File: src/rtl/fetch_unit.sv
// Instruction fetch stage: holds the PC, issues one imem request at a time, selects the next PC.
// Optional FETCH_ALIGN_CHECK_EN: an unaligned redirect target raises misalign and halts fetch.
module fetch_unit #(
    parameter int unsigned       ADDR_W      = 32,
    parameter logic [ADDR_W-1:0] RESET_PC    = '0,
    parameter logic [3:0]        HALT_OPCODE = 4'b1111
) (
    input  logic              clk,
    input  logic              rst,
    input  logic              stall,
    input  logic [1:0]        is_jump,
    input  logic              branch_taken,
    input  logic [ADDR_W-1:0] jump_target,
    output logic              imem_req,
    output logic [ADDR_W-1:0] imem_addr,
    input  logic              imem_valid,
    input  logic [31:0]       imem_rdata,
    output logic [31:0]       inst,
    output logic [3:0]        opcode,
    output logic              inst_valid,
    output logic [ADDR_W-1:0] pc,
`ifdef FETCH_ALIGN_CHECK_EN
    output logic              misalign,
`endif
    output logic              halted
);

    typedef enum logic [1:0] {StIdle, StFetch, StIssue, StHalted} state_e;

    state_e            state_q;
    logic [ADDR_W-1:0] pc_q;
    logic [31:0]       inst_q;
    logic              inst_valid_q;
    logic              halted_q;
    logic              imem_req_q;
`ifdef FETCH_ALIGN_CHECK_EN
    logic              misalign_q;
    logic              bad_target;
`endif

    logic              redirect;
    logic [ADDR_W-1:0] seq_pc;
    logic [ADDR_W-1:0] target;
    logic [ADDR_W-1:0] next_pc;

    always_comb begin
        redirect = (is_jump == 2'b10) || ((is_jump == 2'b01) && branch_taken);
        seq_pc   = pc_q + ADDR_W'(4);
`ifdef FETCH_ALIGN_CHECK_EN
        target     = jump_target;
        bad_target = redirect && (jump_target[1:0] != 2'b00);
`else
        // Word alignment is enforced by dropping the low target bits.
        target     = jump_target & ~ADDR_W'(3);
`endif
        next_pc  = redirect ? target : seq_pc;
    end

    always_ff @(posedge clk) begin
        if (rst) begin
            state_q      <= StIdle;
            pc_q         <= RESET_PC;
            inst_q       <= '0;
            inst_valid_q <= 1'b0;
            halted_q     <= 1'b0;
            imem_req_q   <= 1'b0;
`ifdef FETCH_ALIGN_CHECK_EN
            misalign_q   <= 1'b0;
`endif
        end else begin
            case (state_q)
                StIdle: begin
                    state_q    <= StFetch;
                    imem_req_q <= 1'b1;
                end
                StFetch: begin
                    if (imem_valid) begin
                        inst_q       <= imem_rdata;
                        inst_valid_q <= 1'b1;
                        imem_req_q   <= 1'b0;
                        state_q      <= StIssue;
                    end
                end
                StIssue: begin
                    // Redirect inputs only matter on the cycle the instruction is consumed.
                    if (!stall) begin
                        inst_valid_q <= 1'b0;
                        if (inst_q[31:28] == HALT_OPCODE) begin
                            state_q  <= StHalted;
                            halted_q <= 1'b1;
`ifdef FETCH_ALIGN_CHECK_EN
                        end else if (bad_target) begin
                            state_q    <= StHalted;
                            halted_q   <= 1'b1;
                            misalign_q <= 1'b1;
`endif
                        end else begin
                            pc_q       <= next_pc;
                            imem_req_q <= 1'b1;
                            state_q    <= StFetch;
                        end
                    end
                end
                StHalted: begin
                end
                default: state_q <= StIdle;
            endcase
        end
    end

    assign imem_req   = imem_req_q;
    assign imem_addr  = pc_q;
    assign inst       = inst_q;
    assign opcode     = inst_q[31:28];
    assign inst_valid = inst_valid_q;
    assign pc         = pc_q;
    assign halted     = halted_q;
`ifdef FETCH_ALIGN_CHECK_EN
    assign misalign   = misalign_q;
`endif

endmodule

File: config.mk
export PLATFORM = sky130hd
export DESIGN_NAME = fetch_unit
export DESIGN_NICKNAME = d
export VERILOG_FILES = /design/src/rtl/fetch_unit.sv
export SDC_FILE = /design/constraint.sdc
export NUM_CORES = 1
export LEC_CHECK = 0
export ABC_AREA = 1
export CAP_MARGIN = 20
export CELL_PAD_IN_SITES_DETAIL_PLACEMENT = 0
export CELL_PAD_IN_SITES_GLOBAL_PLACEMENT = 2
export CORE_MARGIN = 2
export CORE_UTILIZATION = 23
export DETAILED_ROUTE_END_ITERATION = 10
export PLACE_DENSITY = 0.85
export SLEW_MARGIN = 20
export SYNTH_ARGS = -nofsm -noshare
export SYNTH_HDL_FRONTEND = slang
export SYNTH_SLANG_ARGS = --single-unit
File: constraint.sdc
create_clock -name clk -period 2.3 [get_ports clk]
set_input_delay 0.46 -clock clk [delete_from_list [all_inputs] [get_ports clk]]
set_output_delay 0.46 -clock clk [all_outputs]
set_load 0.1 [all_outputs]
==> summary.txt <==
GRT
  • Number of antenna violations at the first check in global routing: 0
  • Total gr overflow: 0
  • Vias in the first global route: 4,035
  • Global-route wire length before repair: 20,400 µm
  • Pin count of the biggest net entering global routing: 45
  • Global-route usage over all layers: 14.3%

Routing
  • Initial DRC Count: 126
  • DR WL/cell: 13.2 µm
  • Residual DRC: 0
  • Initial DRT Pass Iterations: 4
  • DR vias/cell: 4.28
  • Post-route ant nets: 0
  • Total number of vias: 4,141
  • Final wirelength: 12,700 µm

Clock network
  • Max clock buf depth: 2
  • Setup Buffers After CTS: 0
  • Sink Count: 67
  • Post-CTS sizing: 0
  • H-tree depth: 3
  • CTS tree: built
  • CTS Hold Bufs: 0
  • Worst-path clk slew: 60 ps
  • Root Driver: clkbuf_16
  • CTS buffer count: 9
  • Worst skew pair latency: 350 ps

Pwr
  • Sw frac: 52.1%
  • Leak: 2.38 nW
  • NetSw: 3.30 mW
  • Clk pwr share: 23.9%
  • Worst vdd ir: 0.000972 V
  • Internal power: 3.03 mW
  • Power Density: 1110 nW/µm²
  • Logic pwr share: 51.1%
  • Reg power frac: 25.0%

Critical path
  • Most frequent CP cell: nand2_1
  • Slowest Stage Delay on Critical Path: 440 ps
  • Critical path endpoint category: register
  • Worst setup SP type: register
  • R2R Path Start: imem_addr[2]
  • Crit path cell chain: ha_1, nand2_2, nor2_8, nand2_2, nor2_2, nand2_1, nand2_1, nand3_1, nand2_1, a21oi_1
  • Crit path to: imem_addr[28]
  • Start point of the critical path: imem_addr[2]
  • Crit path DAT: 1920 ps
  • Crit-path slowest cell: dfxtp_1
  • Reg-to-reg endpoint: imem_addr[28]
  • Worst R2R Path Depth: 10
  • Flop2flop setup slack: 600 ps
  • Data required time of the critical path: 2510 ps
  • CP Max Fanout: 7
  • Critical setup path kind: reg -> reg

Floorplan
  • Die ar.: 18,300 µm²
  • # IOs: 174
  • Number of core rows: 47
  • Die W: 135 µm
  • Effective utilization at floorplan: 23.7%
  • Die Ht: 135 µm
  • Core Region: 16,700 µm²

Synthesis
  • Ys async rst share: 0%
  • YS warnings: 0
  • Top-area cell type share of the netlist area: 33.9%
  • Synthesized area per cell: 6.44 µm²
  • Top-count cell post-synth: nand2_1
  • Post-synth EDFFs: 0
  • Top post-synthesis cells by area: dfxtp_1, nand2_1, nor2_1, o21ai_0, buf_4
  • Post-synthesis register bit count: 67
  • Unique masters post-synth: 30
  • Cells after Synth: 614
  • Cell Area, Synth: 3960 µm²
  • Cell taking the most area after synthesis: dfxtp_1
  • Sequential share of the synthesized area: 33.9%
  • Ys flop type: dfxtp_1
  • Synth top cells by count: nand2_1, nor2_1, dfxtp_1, o21ai_0, inv_1

STA
  • Worst clock skew: 9.21 ps
  • Tmin final: 1700 ps
  • Rel. slew slack: 59.3%
  • Worst-margin pin slew: 610 ps
  • FMAX: 587 MHz
  • Tcrit/Tclk final: 74.1%
  • Final Hold Fails: 0
  • Finish-stage setup viols: 0
  • Worst Slack Setup Final: 596 ps
  • Post-Route Setup TNS: 0 ps
  • Max-slew violations: 0
  • Unrepaired setup endpoints after global routing: no

Cells and area
  • Fillers: 1,846
  • Register area: 1340 µm²
  • ANT cells: 0
  • Layout cells sized above 1: 20.3%
  • Multi-input logic area: 2060 µm²
  • Final #Nets: 819
  • Area grow syn2layout: 44.0%

Place
  • GPL Wtd Cong: 0.747
  • Pre-CTS setup slack: 287 ps
  • Port Buffers: 167
  • Detailed-placement wirelength estimate: 9500 µm

Min path
  • Worst min path class: reg -> reg

Status
  • Status: finished clean

Flow run
  • Max cap viols: 0
[power groups by stage]
stage	Sequential (mW)	Clock, mW	Combinational, mW
floorplan	3.03	0	1.15
detailed placement	1.61	0	3.26
global route	1.62	1.60	3.41
CTS	1.59	1.56	3.26
global placement	1.60	0	3.22
finish	1.58	1.51	3.23
[sequential cells by signal, indices dropped and copies added, names as in the netlist]
signal,flops
inst_valid,1
halted,1
inst,32
imem_addr,30
imem_req,1
state_q,2
[layout by cell type, fill, tap and decap left out, types with 3 or more instances in the layout]
| cell | instances |
|---|---|
| nor2_2 | 6 |
| nand3_1 | 31 |
| clkbuf_16 | 9 |
| conb_1 | 4 |
| buf_4 | 107 |
| o21ai_0 | 65 |
| clkinvlp_4 | 3 |
| o21ai_1 | 9 |
| inv_1 | 46 |
| ha_1 | 5 |
| nor2_8 | 3 |
| a21oi_2 | 4 |
| nand2_2 | 6 |
| or2_0 | 6 |
| clkdlybuf4s50_1 | 68 |
| nor2_1 | 99 |
| dfxtp_1 | 66 |
| a21oi_1 | 29 |
| o211ai_1 | 3 |
| nand2_1 | 158 |
| nor2_4 | 3 |
[final cells by class]
class / instances / share of cell area [%]
inverter: 48 / 3.16
clock buffer: 9 / 3.95
tap: 220 / 4.83
multi-input combinational: 440 / 36.1
clock inverter: 6 / 1.60
sequential: 67 / 23.6
timing repair buffer: 177 / 26.8
[layer usage]
layer | track usage, % | share of wire, % | vias to the layer above
li1 | - | - | 2152
met4 | 4.92 | 1.5 | 0
met5 | 0 | 0 | -
met3 | 5.50 | 8.7 | 13
met1 | 15.7 | 42 | 1842
met2 | 25.3 | 48 | 134
[worst min path at each step]
stage                     startpoint         end  depth (start not counted)
final                         halted      halted                          1
after global routing          halted      halted                          1
after CTS                     halted      halted                          1
after detailed placement      halted      halted                          1
after global placement        halted      halted                          1
after floorplan           state_q[1]  state_q[1]                          2
[through the flow]
step	std cells	utilization, %	area, µm²	total power [mW]	hold slack [ps]
5_1_grt	967	34.1	5700	6.63	502
2_1_floorplan	617	-	3970	4.17	549
4_1_cts	967	34.1	5700	6.41	474
3_5_place_dp	952	32.2	5380	4.86	461
3_3_place_gp	952	32.2	5380	4.82	460
6_report	967	34.1	5700	6.33	466
[critical path, delay by kind of cell, from the launching register on]
family,cells,cell delay (ps)
DFF,1,440
and+or+nand+nor,8,830
AOI/OAI and AO/OA,1,50
adders and majority gates,1,240
[cells by family after synthesis]
family,synth area share [%]
simple gates,34.8
compound gates,15.0
buf+inv,14.3
flops,33.9
fa+ha+maj,1.58
xor+xnor,0.221
other cells,0.0948
Note: power is estimated with default switching activity, not from simulation.
